[src/rtl/dds_pkg.sv]
// Shared types, default sizes and helpers for the DDS channel scheduler.
package dds_pkg;

    localparam int DEF_N     = 8;
    localparam int DEF_NCH   = 4;
    localparam int DEF_ACC_W = 24;

    typedef enum logic [1:0] {
        IDLE  = 2'd0,
        SCAN  = 2'd1,
        DRAIN = 2'd2
    } state_t;

    function automatic int ch_w(input int nch);
        return (nch > 1) ? $clog2(nch) : 1;
    endfunction

endpackage

[src/rtl/dds_channel_scheduler_if.sv]
// Configuration write bus between the register host (master) and the scheduler (slave).
interface dds_channel_scheduler_if #(
    parameter int N     = dds_pkg::DEF_N,
    parameter int NCH   = dds_pkg::DEF_NCH,
    parameter int ACC_W = dds_pkg::DEF_ACC_W
);

    localparam int CHW = dds_pkg::ch_w(NCH);

    logic             cfg_valid;
    logic             cfg_ready;
    logic [CHW-1:0]   cfg_ch;
    logic [ACC_W-1:0] cfg_ftw;
    logic [N:0]       cfg_amp;
    logic             cfg_en;
    logic             cfg_phase_clr;

    modport master (
        output cfg_valid, cfg_ch, cfg_ftw, cfg_amp, cfg_en, cfg_phase_clr,
        input  cfg_ready
    );

    modport slave (
        input  cfg_valid, cfg_ch, cfg_ftw, cfg_amp, cfg_en, cfg_phase_clr,
        output cfg_ready
    );

endinterface

[src/rtl/dds_channel_regs.sv]
// Per-channel FTW/amplitude/enable/accumulator storage with one write port,
// one slot-indexed read port and an accumulate strobe for the slot being read.
module dds_channel_regs
    import dds_pkg::*;
#(
    parameter int N     = DEF_N,
    parameter int NCH   = DEF_NCH,
    parameter int ACC_W = DEF_ACC_W,
    parameter int CHW   = ch_w(NCH)
) (
    input  logic             clk,
    input  logic             reset,
    input  logic             wr_valid,
    input  logic [CHW-1:0]   wr_ch,
    input  logic [ACC_W-1:0] wr_ftw,
    input  logic [N:0]       wr_amp,
    input  logic             wr_en,
    input  logic             wr_phase_clr,
    input  logic [CHW-1:0]   rd_slot,
    input  logic             acc_stb,
    output logic [N:0]       rd_phase,
    output logic [N:0]       rd_amp,
    output logic             rd_en
);

    logic [ACC_W-1:0] ftw_q [NCH];
    logic [ACC_W-1:0] ftw_d [NCH];
    logic [ACC_W-1:0] acc_q [NCH];
    logic [ACC_W-1:0] acc_d [NCH];
    logic [N:0]       amp_q [NCH];
    logic [N:0]       amp_d [NCH];
    logic             en_q  [NCH];
    logic             en_d  [NCH];

    // Writes only happen while idle and accumulation only while scanning,
    // so the two never collide; the write is applied last regardless.
    always_comb begin
        ftw_d = ftw_q;
        acc_d = acc_q;
        amp_d = amp_q;
        en_d  = en_q;
        if (acc_stb) begin
            acc_d[rd_slot] = acc_q[rd_slot] + ftw_q[rd_slot];
        end
        if (wr_valid) begin
            ftw_d[wr_ch] = wr_ftw;
            amp_d[wr_ch] = wr_amp;
            en_d[wr_ch]  = wr_en;
            if (wr_phase_clr) begin
                acc_d[wr_ch] = '0;
            end
        end
    end

    always_ff @(posedge clk or posedge reset) begin
        if (reset) begin
            for (int i = 0; i < NCH; i++) begin
                ftw_q[i] <= '0;
                acc_q[i] <= '0;
                amp_q[i] <= '0;
                en_q[i]  <= 1'b0;
            end
        end else begin
            ftw_q <= ftw_d;
            acc_q <= acc_d;
            amp_q <= amp_d;
            en_q  <= en_d;
        end
    end

    assign rd_phase = acc_q[rd_slot][ACC_W-1 -: N+1];
    assign rd_amp   = amp_q[rd_slot];
    assign rd_en    = en_q[rd_slot];

endmodule

[src/rtl/dds_channel_scheduler.sv]
// Time-multiplexes one external phase/amplitude converter across NCH DDS channels,
// one slot per clock per sample tick, and registers each enabled channel's product.
module dds_channel_scheduler
    import dds_pkg::*;
#(
    parameter int N     = DEF_N,
    parameter int NCH   = DEF_NCH,
    parameter int ACC_W = DEF_ACC_W,
    parameter int CHW   = ch_w(NCH)
) (
    input  logic                    clk,
    input  logic                    reset,
    input  logic                    smp_tick,
    input  logic                    ovr_clr,
    dds_channel_scheduler_if.slave  cfg,
    output logic [N:0]              lut_phase,
    output logic [N:0]              lut_amp,
    input  logic [2*N+1:0]          lut_data,
    output logic                    smp_valid,
    output logic [CHW-1:0]          smp_ch,
    output logic [2*N+1:0]          smp_data,
    output logic                    busy,
    output logic                    overrun
);

    state_t         state_q, state_d;
    logic [CHW-1:0] slot_q, slot_d;
    logic           overrun_q, overrun_d;
    logic           smp_valid_q, smp_valid_d;
    logic [CHW-1:0] smp_ch_q, smp_ch_d;
    logic [2*N+1:0] smp_data_q, smp_data_d;

    logic           wr_accept;
    logic           slot_active;
    logic [N:0]     rd_phase;
    logic [N:0]     rd_amp;
    logic           rd_en;

    // Configuration is frozen for the whole frame by only accepting writes in IDLE.
    assign cfg.cfg_ready = (state_q == IDLE);
    assign wr_accept     = cfg.cfg_valid && cfg.cfg_ready;
    assign busy          = (state_q != IDLE);
    assign slot_active   = (state_q == SCAN) && rd_en;

    dds_channel_regs #(
        .N     (N),
        .NCH   (NCH),
        .ACC_W (ACC_W),
        .CHW   (CHW)
    ) u_regs (
        .clk          (clk),
        .reset        (reset),
        .wr_valid     (wr_accept),
        .wr_ch        (cfg.cfg_ch),
        .wr_ftw       (cfg.cfg_ftw),
        .wr_amp       (cfg.cfg_amp),
        .wr_en        (cfg.cfg_en),
        .wr_phase_clr (cfg.cfg_phase_clr),
        .rd_slot      (slot_q),
        .acc_stb      (slot_active),
        .rd_phase     (rd_phase),
        .rd_amp       (rd_amp),
        .rd_en        (rd_en)
    );

    // Converter inputs come straight from flopped slot state; idle or disabled slots present zero.
    assign lut_phase = slot_active ? rd_phase : '0;
    assign lut_amp   = slot_active ? rd_amp   : '0;

    always_comb begin
        state_d = state_q;
        slot_d  = slot_q;
        unique case (state_q)
            IDLE: begin
                if (smp_tick) begin
                    state_d = SCAN;
                    slot_d  = '0;
                end
            end
            SCAN: begin
                slot_d = slot_q + 1'b1;
                if (slot_q == CHW'(NCH - 1)) begin
                    state_d = DRAIN;
                end
            end
            DRAIN: begin
                state_d = IDLE;
            end
            default: begin
                state_d = IDLE;
            end
        endcase
    end

    // A tick that lands mid-frame is dropped; a coincident clear loses to the new overrun.
    always_comb begin
        overrun_d = overrun_q;
        if (ovr_clr) begin
            overrun_d = 1'b0;
        end
        if (smp_tick && busy) begin
            overrun_d = 1'b1;
        end
    end

    always_comb begin
        smp_valid_d = slot_active;
        smp_ch_d    = smp_ch_q;
        smp_data_d  = smp_data_q;
        if (slot_active) begin
            smp_ch_d   = slot_q;
            smp_data_d = lut_data;
        end
    end

    always_ff @(posedge clk or posedge reset) begin
        if (reset) begin
            state_q     <= IDLE;
            slot_q      <= '0;
            overrun_q   <= 1'b0;
            smp_valid_q <= 1'b0;
            smp_ch_q    <= '0;
            smp_data_q  <= '0;
        end else begin
            state_q     <= state_d;
            slot_q      <= slot_d;
            overrun_q   <= overrun_d;
            smp_valid_q <= smp_valid_d;
            smp_ch_q    <= smp_ch_d;
            smp_data_q  <= smp_data_d;
        end
    end

    assign overrun   = overrun_q;
    assign smp_valid = smp_valid_q;
    assign smp_ch    = smp_ch_q;
    assign smp_data  = smp_data_q;

endmodule

[src/flat_wrapper.sv]
// flat-port wrapper written by rule: the top's interface ports become plain ports
module dds_channel_scheduler_flat import dds_pkg::*;
#(
    parameter int N     = DEF_N,
    parameter int NCH   = DEF_NCH,
    parameter int ACC_W = DEF_ACC_W,
    parameter int CHW   = ch_w(NCH)
)
  (clk, reset, smp_tick, ovr_clr, lut_phase, lut_amp, lut_data, smp_valid, smp_ch, smp_data, busy, overrun, cfg_cfg_valid, cfg_cfg_ch, cfg_cfg_ftw, cfg_cfg_amp, cfg_cfg_en, cfg_cfg_phase_clr, cfg_cfg_ready);
  dds_channel_scheduler_if #(.N(N), .NCH(NCH), .ACC_W(ACC_W)) cfg_i ();
  input  logic clk;
  input  logic reset;
  input  logic smp_tick;
  input  logic ovr_clr;
  output logic [N:0] lut_phase;
  output logic [N:0] lut_amp;
  input  logic [2*N+1:0] lut_data;
  output logic smp_valid;
  output logic [CHW-1:0] smp_ch;
  output logic [2*N+1:0] smp_data;
  output logic busy;
  output logic overrun;
  input wire logic [$bits(cfg_i.cfg_valid)-1:0] cfg_cfg_valid;
  input wire logic [$bits(cfg_i.cfg_ch)-1:0] cfg_cfg_ch;
  input wire logic [$bits(cfg_i.cfg_ftw)-1:0] cfg_cfg_ftw;
  input wire logic [$bits(cfg_i.cfg_amp)-1:0] cfg_cfg_amp;
  input wire logic [$bits(cfg_i.cfg_en)-1:0] cfg_cfg_en;
  input wire logic [$bits(cfg_i.cfg_phase_clr)-1:0] cfg_cfg_phase_clr;
  output wire logic [$bits(cfg_i.cfg_ready)-1:0] cfg_cfg_ready;
  assign cfg_i.cfg_valid = cfg_cfg_valid;
  assign cfg_i.cfg_ch = cfg_cfg_ch;
  assign cfg_i.cfg_ftw = cfg_cfg_ftw;
  assign cfg_i.cfg_amp = cfg_cfg_amp;
  assign cfg_i.cfg_en = cfg_cfg_en;
  assign cfg_i.cfg_phase_clr = cfg_cfg_phase_clr;
  assign cfg_cfg_ready = cfg_i.cfg_ready;
  dds_channel_scheduler #(.N(N), .NCH(NCH), .ACC_W(ACC_W), .CHW(CHW)) u_core (.clk(clk), .reset(reset), .smp_tick(smp_tick), .ovr_clr(ovr_clr), .cfg(cfg_i), .lut_phase(lut_phase), .lut_amp(lut_amp), .lut_data(lut_data), .smp_valid(smp_valid), .smp_ch(smp_ch), .smp_data(smp_data), .busy(busy), .overrun(overrun));
endmodule
[config.mk]
export PLATFORM = sky130hd
export DESIGN_NAME = dds_channel_scheduler_flat
export DESIGN_NICKNAME = d
export VERILOG_FILES = /design/src/rtl/dds_pkg.sv /design/src/rtl/dds_channel_scheduler_if.sv /design/src/rtl/dds_channel_regs.sv /design/src/rtl/dds_channel_scheduler.sv /design/src/flat_wrapper.sv
export SDC_FILE = /design/constraint.sdc
export NUM_CORES = 1
export LEC_CHECK = 0
export BUFFER_PORTS_ARGS = -buffer_cell sky130_fd_sc_hd__buf_2
export CAP_MARGIN = 0
export CORE_ASPECT_RATIO = 1.2
export CORE_MARGIN = 4
export CORE_UTILIZATION = 30
export CTS_CLUSTER_SIZE = 12
export DETAILED_ROUTE_END_ITERATION = 6
export PLACE_DENSITY = 0.55
export RECOVER_POWER = 50
export SLEW_MARGIN = 0
export SYNTH_ARGS = -nofsm -noshare
export SYNTH_HDL_FRONTEND = slang
export SYNTH_SLANG_ARGS = --single-unit
[constraint.sdc]
create_clock -name clk -period 9.5 [get_ports clk]
set_clock_uncertainty 0.05 [all_clocks]
set_input_delay 0 -clock clk [delete_from_list [all_inputs] [get_ports clk]]
set_output_delay 0 -clock clk [all_outputs]
set_load 0.02 [all_outputs]
Word-level counts from Yosys, hierarchy flattened
Cells that the tools add are included.

word-level totals
  bits in registers = 258
  bits of input ports = 60
  word-level logic and storage cells = 83

operators by class
  $add $sub $neg = 2
  magnitude comparators = 4
  equality and inequality tests = 4
  mux-type cells = 36
  bitwise gates (word level) = 4
  reduce and logical (&&, ||, !) cells = 11

operator list
  operator                                                    number
  2-to-1 mux 96 bit                                           3
  bitwise mux 96 bit                                          2
  2-to-1 mux 24 bit                                           6
  bitwise AND 96 bit                                          1
  binary-select mux 24 bit (select 2 bit)                     2
  demux 24 bit (select 2 bit)                                 2
  NOT 96 bit                                                  1
  2-to-1 mux 9 bit                                            5
  bitwise mux 36 bit                                          1
  adder 24 bit                                                1
  binary-select mux 9 bit (select 2 bit)                      1
  demux 9 bit (select 2 bit)                                  1
  case mux 2 bit (2 select lines)                             2
  greater-or-equal comparator 3 bit, second input constant    2
  less-than comparator 3 x 1 -> 1 bit, second input constant  2
  2-to-1 mux 2 bit                                            3
  NOT 2 -> 3 bit                                              2
  nonzero test 2 bit                                          3
  logical AND 1 bit                                           5
  2-to-1 mux 1 bit                                            5
  bitwise mux 4 bit                                           1
  inequality test 2 bit, second input constant                2
  AND reduction 2 bit                                         2
  adder 2 x 1 -> 2 bit, second input constant                 1
  other kinds (5)                                             5

Logic depth before layout (Yosys ltp)
  depth in word-level cells = 10
  depth in mapped cells = 14
  gate-level depth less buffers = 10

Cells and area by module
Synthesis repeated with hierarchy kept, for this count alone.

second synthesis, totals
  cells, all modules = 1077
  area total of the unflattened synthesis = 13125.1 um2

by module, submodules not included
  module                 times used  cells an instance  area an instance (um2)  sequential area each (um2)
  dds_channel_regs       1           995                11910.2                 5805.6
  dds_channel_scheduler  1           82                 1214.9                  650.6

Worst setup path after synthesis
OpenSTA, ideal clock, no wires.

  path type = register to register
  start point = register u_core.slot_q[1]
  end point = register u_core.u_regs.acc_q[16] in the netlist's numbering
  library setup time = 0.120 ns
  arrival time = 3.558 ns
  required time = 9.330 ns
  setup slack = 5.772 ns
  cell stages (with the launch flop) = 14
  clock period less this slack = 3.728 ns
  path through = dfrtp_1 buf_2 buf_1 buf_1 mux4_2 ha_1 fa_1 a21o_1 nand4_2 a211oi_1 a211o_1 a41oi_4 mux2i_1 nor2_1

RTL lines
  element                        RTL line                      RTL
  start, declared                dds_channel_scheduler.sv:27   logic [CHW-1:0] slot_q, slot_d;
  start signal, assigned         dds_channel_scheduler.sv:126  slot_q <= slot_d;
  end signal, assigned by index  dds_channel_regs.sv:59        acc_q[i] <= '0;
  end signal, assigned           dds_channel_regs.sv:65        acc_q <= acc_d;
  end, declared                  dds_channel_regs.sv:28        logic [ACC_W-1:0] acc_q [NCH];

==> results by group <==
Outcome
  • Status: complete, but fails checks
  • Violations in the final reports: max-capacitance violations, max-slew violations

Floorplan
  • Full die area: 47100 um2
  • Std-Cell Rows: 83
  • Die X-Extent: 199 um
  • Initial core utilization: 0.305
  • Height of the die: 237 um
  • Placeable Area: between 40000 and 50000 um2
  • IO Pins: 102

Placement
  • Number of port buffers: 101
  • DPL Wire Length: 22300 um
  • Routability cong.: 0.801

Setup path
  • Ordered cell list for the critical path: buf_4, mux4_2, ha_1, nand3_1, nor2_1, a2111oi_1, nor2_1, a21oi_1, mux2_2, o21ai_1
  • Worst EP required: between 9 and 10 ns
  • Cells on worst reg2reg path: 10
  • Cell mode on critical path: sky130_fd_sc_hd__nor2_1
  • Worst Path Arrival: 5.90 ns
  • Setup crit end kind: flop
  • Maximum single-stage delay on the critical path: around 1.6 ns
  • Startpoint Class: flop
  • Maximum fanout along the worst path: 33
  • CP top delay family: flip-flops
  • Worst path bufs/invs: 1
  • Cell with the largest stage delay on the worst path: sky130_fd_sc_hd__dfrtp_1
  • Number of logic stages on the critical path including buffering: 10
  • Critical Setup Path Class: reg2reg

Global routing
  • Overall track demand over capacity in global routing: 0.151
  • Number of global-route vias before repair: between 10k and 15k
  • Global route total overflow: 0
  • Pin count of the biggest net entering global routing: 109
  • Number of antenna violations at the first check in global routing: 0
  • First-pass GRT wire length: about 58000 um

Flow run
  • Max Cap Viol: 4

Timing
  • Total Negative Setup Slacks: 0 ns
  • Min Tclk post-route: 5.49 ns
  • Period utilization: 0.578
  • Final setup violating endpoints: 0
  • Actual slew at the worst max-slew pin: 4.91 ns
  • Normalized max-slew margin: -2.29
  • Peak Freq: 0.182 GHz
  • Count of pins over their slew limit: roughly 220
  • Final hold violation count: 0
  • Unrepaired setup endpoints after global routing: no

Synth
  • Fraction of synthesis flops using an asynchronous set or reset pin: 1.00
  • Most instantiated library cell after synthesis: sky130_fd_sc_hd__nand2_1
  • Most instantiated cells after synthesis: 288 x sky130_fd_sc_hd__nand2_1, 258 x sky130_fd_sc_hd__dfrtp_1, 106 x sky130_fd_sc_hd__mux2_2, 74 x sky130_fd_sc_hd__a21oi_1, 57 x sky130_fd_sc_hd__mux4_2
  • Average cell area after synthesis: 11.1 um2
  • Top post-synthesis cells by area: sky130_fd_sc_hd__dfrtp_1 49%, sky130_fd_sc_hd__mux4_2 9.8%, sky130_fd_sc_hd__mux2_2 9.1%, sky130_fd_sc_hd__nand2_1 8.2%, sky130_fd_sc_hd__a21oi_1 2.8%
  • Top_reg_cell synth: sky130_fd_sc_hd__dfrtp_1
  • Syn Std Cell Area: 13100 um2
  • Most area-hungry cell type in the Yosys netlist: sky130_fd_sc_hd__dfrtp_1
  • Area share of the leading cell type in the synthesized netlist: 0.493
  • Ys Warns: 0
  • Count of mapped cells out of synthesis: 1185
  • Net count of the mapped netlist: 1273
  • Number of enable flip-flop cells after synthesis: 0
  • Number of synthesized register bits: 258
  • Proportion of synthesized chip area in sequential cells: 0.493
  • Number of distinct library cells after synthesis: 64

Final layout
  • Layout overhead on the synthesized area: 18.5%
  • Share of layout cells above drive strength 1: 0.242
  • Fillers: between 4k and 5k
  • Antenna Cells: 0
  • NumNets Final: 1412

Route
  • Iter 0 DRT Violations: approximately 480
  • Via density: 5.07
  • DRC: 0
  • Routed len/inst: around 19 um
  • Via Count: 9608
  • First-pass iteration count of the detailed router: 4
  • Wire length after detailed routing: 35300 um
  • Number of antenna-violating nets in the routed design: 0

Clocking
  • Clock-pin slew on the worst setup and hold paths: 0.06 ns
  • Number of clock sinks seen by CTS: around 260
  • Buffer levels on the longest clock path: 3
  • Hold buffer count at cts: 55
  • Total of cells resized after clock tree synthesis: 0
  • Post-CTS setup buffer count: 0
  • CTS HTree Levels: 1
  • Clock Tree Root: sky130_fd_sc_hd__clkbuf_16
  • Clock tree from TritonCTS: done
  • Clock insertion delay at the later pin of the skew report: 0.54 ns
  • Number of clock buffers inserted by TritonCTS: 27

Hold path
  • Type of the most critical hold path: in2reg
  • Worst hold path stage count: 5
[worst paths after layout]
path                            slack (ns)                    start                      end
worst max register to register        4.01         u_core.slot_q[0]  u_core.u_regs.acc_q[43]
worst max-delay path                  4.01         u_core.slot_q[0]  u_core.u_regs.acc_q[43]
min in group asynchronous             1.45                    reset         u_core.smp_valid
max in group asynchronous             5.23                    reset         u_core.slot_q[1]
worst min-delay path                  0.08            cfg_cfg_ch[1]  u_core.u_regs.ftw_q[83]
worst min register to register        0.42  u_core.u_regs.ftw_q[82]  u_core.u_regs.ftw_q[82]
[flip-flops by register name, summed over array words and instances (netlist names), 2 cells and up]
register             cells
u_core.u_regs.acc_q     96
u_core.u_regs.ftw_q     96
u_core.u_regs.amp_q     36
u_core.smp_data         18
u_core.u_regs.en_q       4
u_core.slot_q            2
u_core.smp_ch            2
u_core.state_q           2
[layout make-up]
type,instances,area (um2),share of cell area
Multi-Input combinational cell,844,6320,0.407
Timing Repair Buffer,178,1180,0.0762
Tap cell,552,691,0.0445
Sequential cell,258,6460,0.416
Inverter,15,57.6,0.00371
Clock inverter,2,10.0,0.000644
Clock buffer,45,813,0.0524
[routing by layer]
metal  share of wire  global-route usage  vias to the layer above  wire length (um)
met2            0.50               0.260                      206             17800
li1                -                   -                     4465                 -
met4           0.020              0.0354                        0               700
met1            0.44               0.206                     4889             15400
met3           0.039              0.0165                       48              1380
met5               0                   0                        -                 0
[placed cells by master (no fill, tap or decap), types with 4 or more instances in the layout]
cell                            netlist  layout
sky130_fd_sc_hd__a211oi_1            15      15
sky130_fd_sc_hd__a21o_1              12      12
sky130_fd_sc_hd__a21oi_1             74      74
sky130_fd_sc_hd__a31oi_1              5       5
sky130_fd_sc_hd__and2_1              20      20
sky130_fd_sc_hd__and3_1               6       6
sky130_fd_sc_hd__and4_1               5       5
sky130_fd_sc_hd__buf_2               39      77
sky130_fd_sc_hd__buf_4                0      20
sky130_fd_sc_hd__clkbuf_1            26      37
sky130_fd_sc_hd__clkbuf_16            0      27
sky130_fd_sc_hd__clkbuf_8             0       7
sky130_fd_sc_hd__dfrtp_1            258     257
sky130_fd_sc_hd__dlygate4sd3_1        0      55
sky130_fd_sc_hd__ha_1                27      27
sky130_fd_sc_hd__inv_1               14      13
sky130_fd_sc_hd__mux2_2             106     106
sky130_fd_sc_hd__mux2i_1             21      21
sky130_fd_sc_hd__mux4_2              57      57
sky130_fd_sc_hd__nand2_1            288     288
sky130_fd_sc_hd__nand2b_1             4       4
sky130_fd_sc_hd__nand3_1             17      17
sky130_fd_sc_hd__nand4_1              5       5
sky130_fd_sc_hd__nor2_1              44      43
sky130_fd_sc_hd__nor2b_1              6       6
sky130_fd_sc_hd__nor3_1               7       6
sky130_fd_sc_hd__nor4_1               6       5
sky130_fd_sc_hd__o21a_1              10      10
sky130_fd_sc_hd__o21ai_0             21      21
sky130_fd_sc_hd__o21ai_1             15      15
sky130_fd_sc_hd__o311ai_1             4       4
sky130_fd_sc_hd__or3_1               12      12
sky130_fd_sc_hd__xnor2_1              7       7
sky130_fd_sc_hd__xor2_1               4       4
[stage by stage]
stage          worst slack (ns)  utilization  area [um2]  cells  hold WS (ns)
3_3_place_gp               4.87        0.330       14200   1792         0.140
4_1_cts                    4.81        0.362       15600   1894        0.0518
2_1_floorplan              2.35            -       13100   1185        0.0554
6_report                   4.01        0.361       15500   1894        0.0807
5_1_grt                    3.57        0.361       15500   1894        0.0873
3_5_place_dp               4.84        0.330       14200   1792         0.147
[worst reg2reg max path, delay by kind of cell (launching register included)]
kind | cells | cell delay (ns)
flops | 1 | 1.58
compound gates | 3 | 1.04
mux | 2 | 1.00
buf+inv | 1 | 0.75
simple gates | 3 | 0.53
fa+ha+maj | 1 | 0.45
[logic make-up (layout without fill, tap and decap cells)]
| kind of cell | after synthesis | in the layout | synth area share |
|---|---|---|---|
| buffers and inverters | 83 | 240 | 0.0275 |
| flip-flops | 258 | 258 | 0.493 |
| adder cells (fa/ha/maj) | 28 | 28 | 0.0273 |
| multiplexers | 185 | 185 | 0.206 |
| XOR/XNOR | 11 | 11 | 0.00735 |
| AO/OA/AOI/OAI | 185 | 185 | 0.0931 |
| AND/OR/NAND/NOR | 435 | 435 | 0.146 |
Power is not shown: default switching activity piles up to over one toggle a cycle in this logic, so the estimate is an artifact.
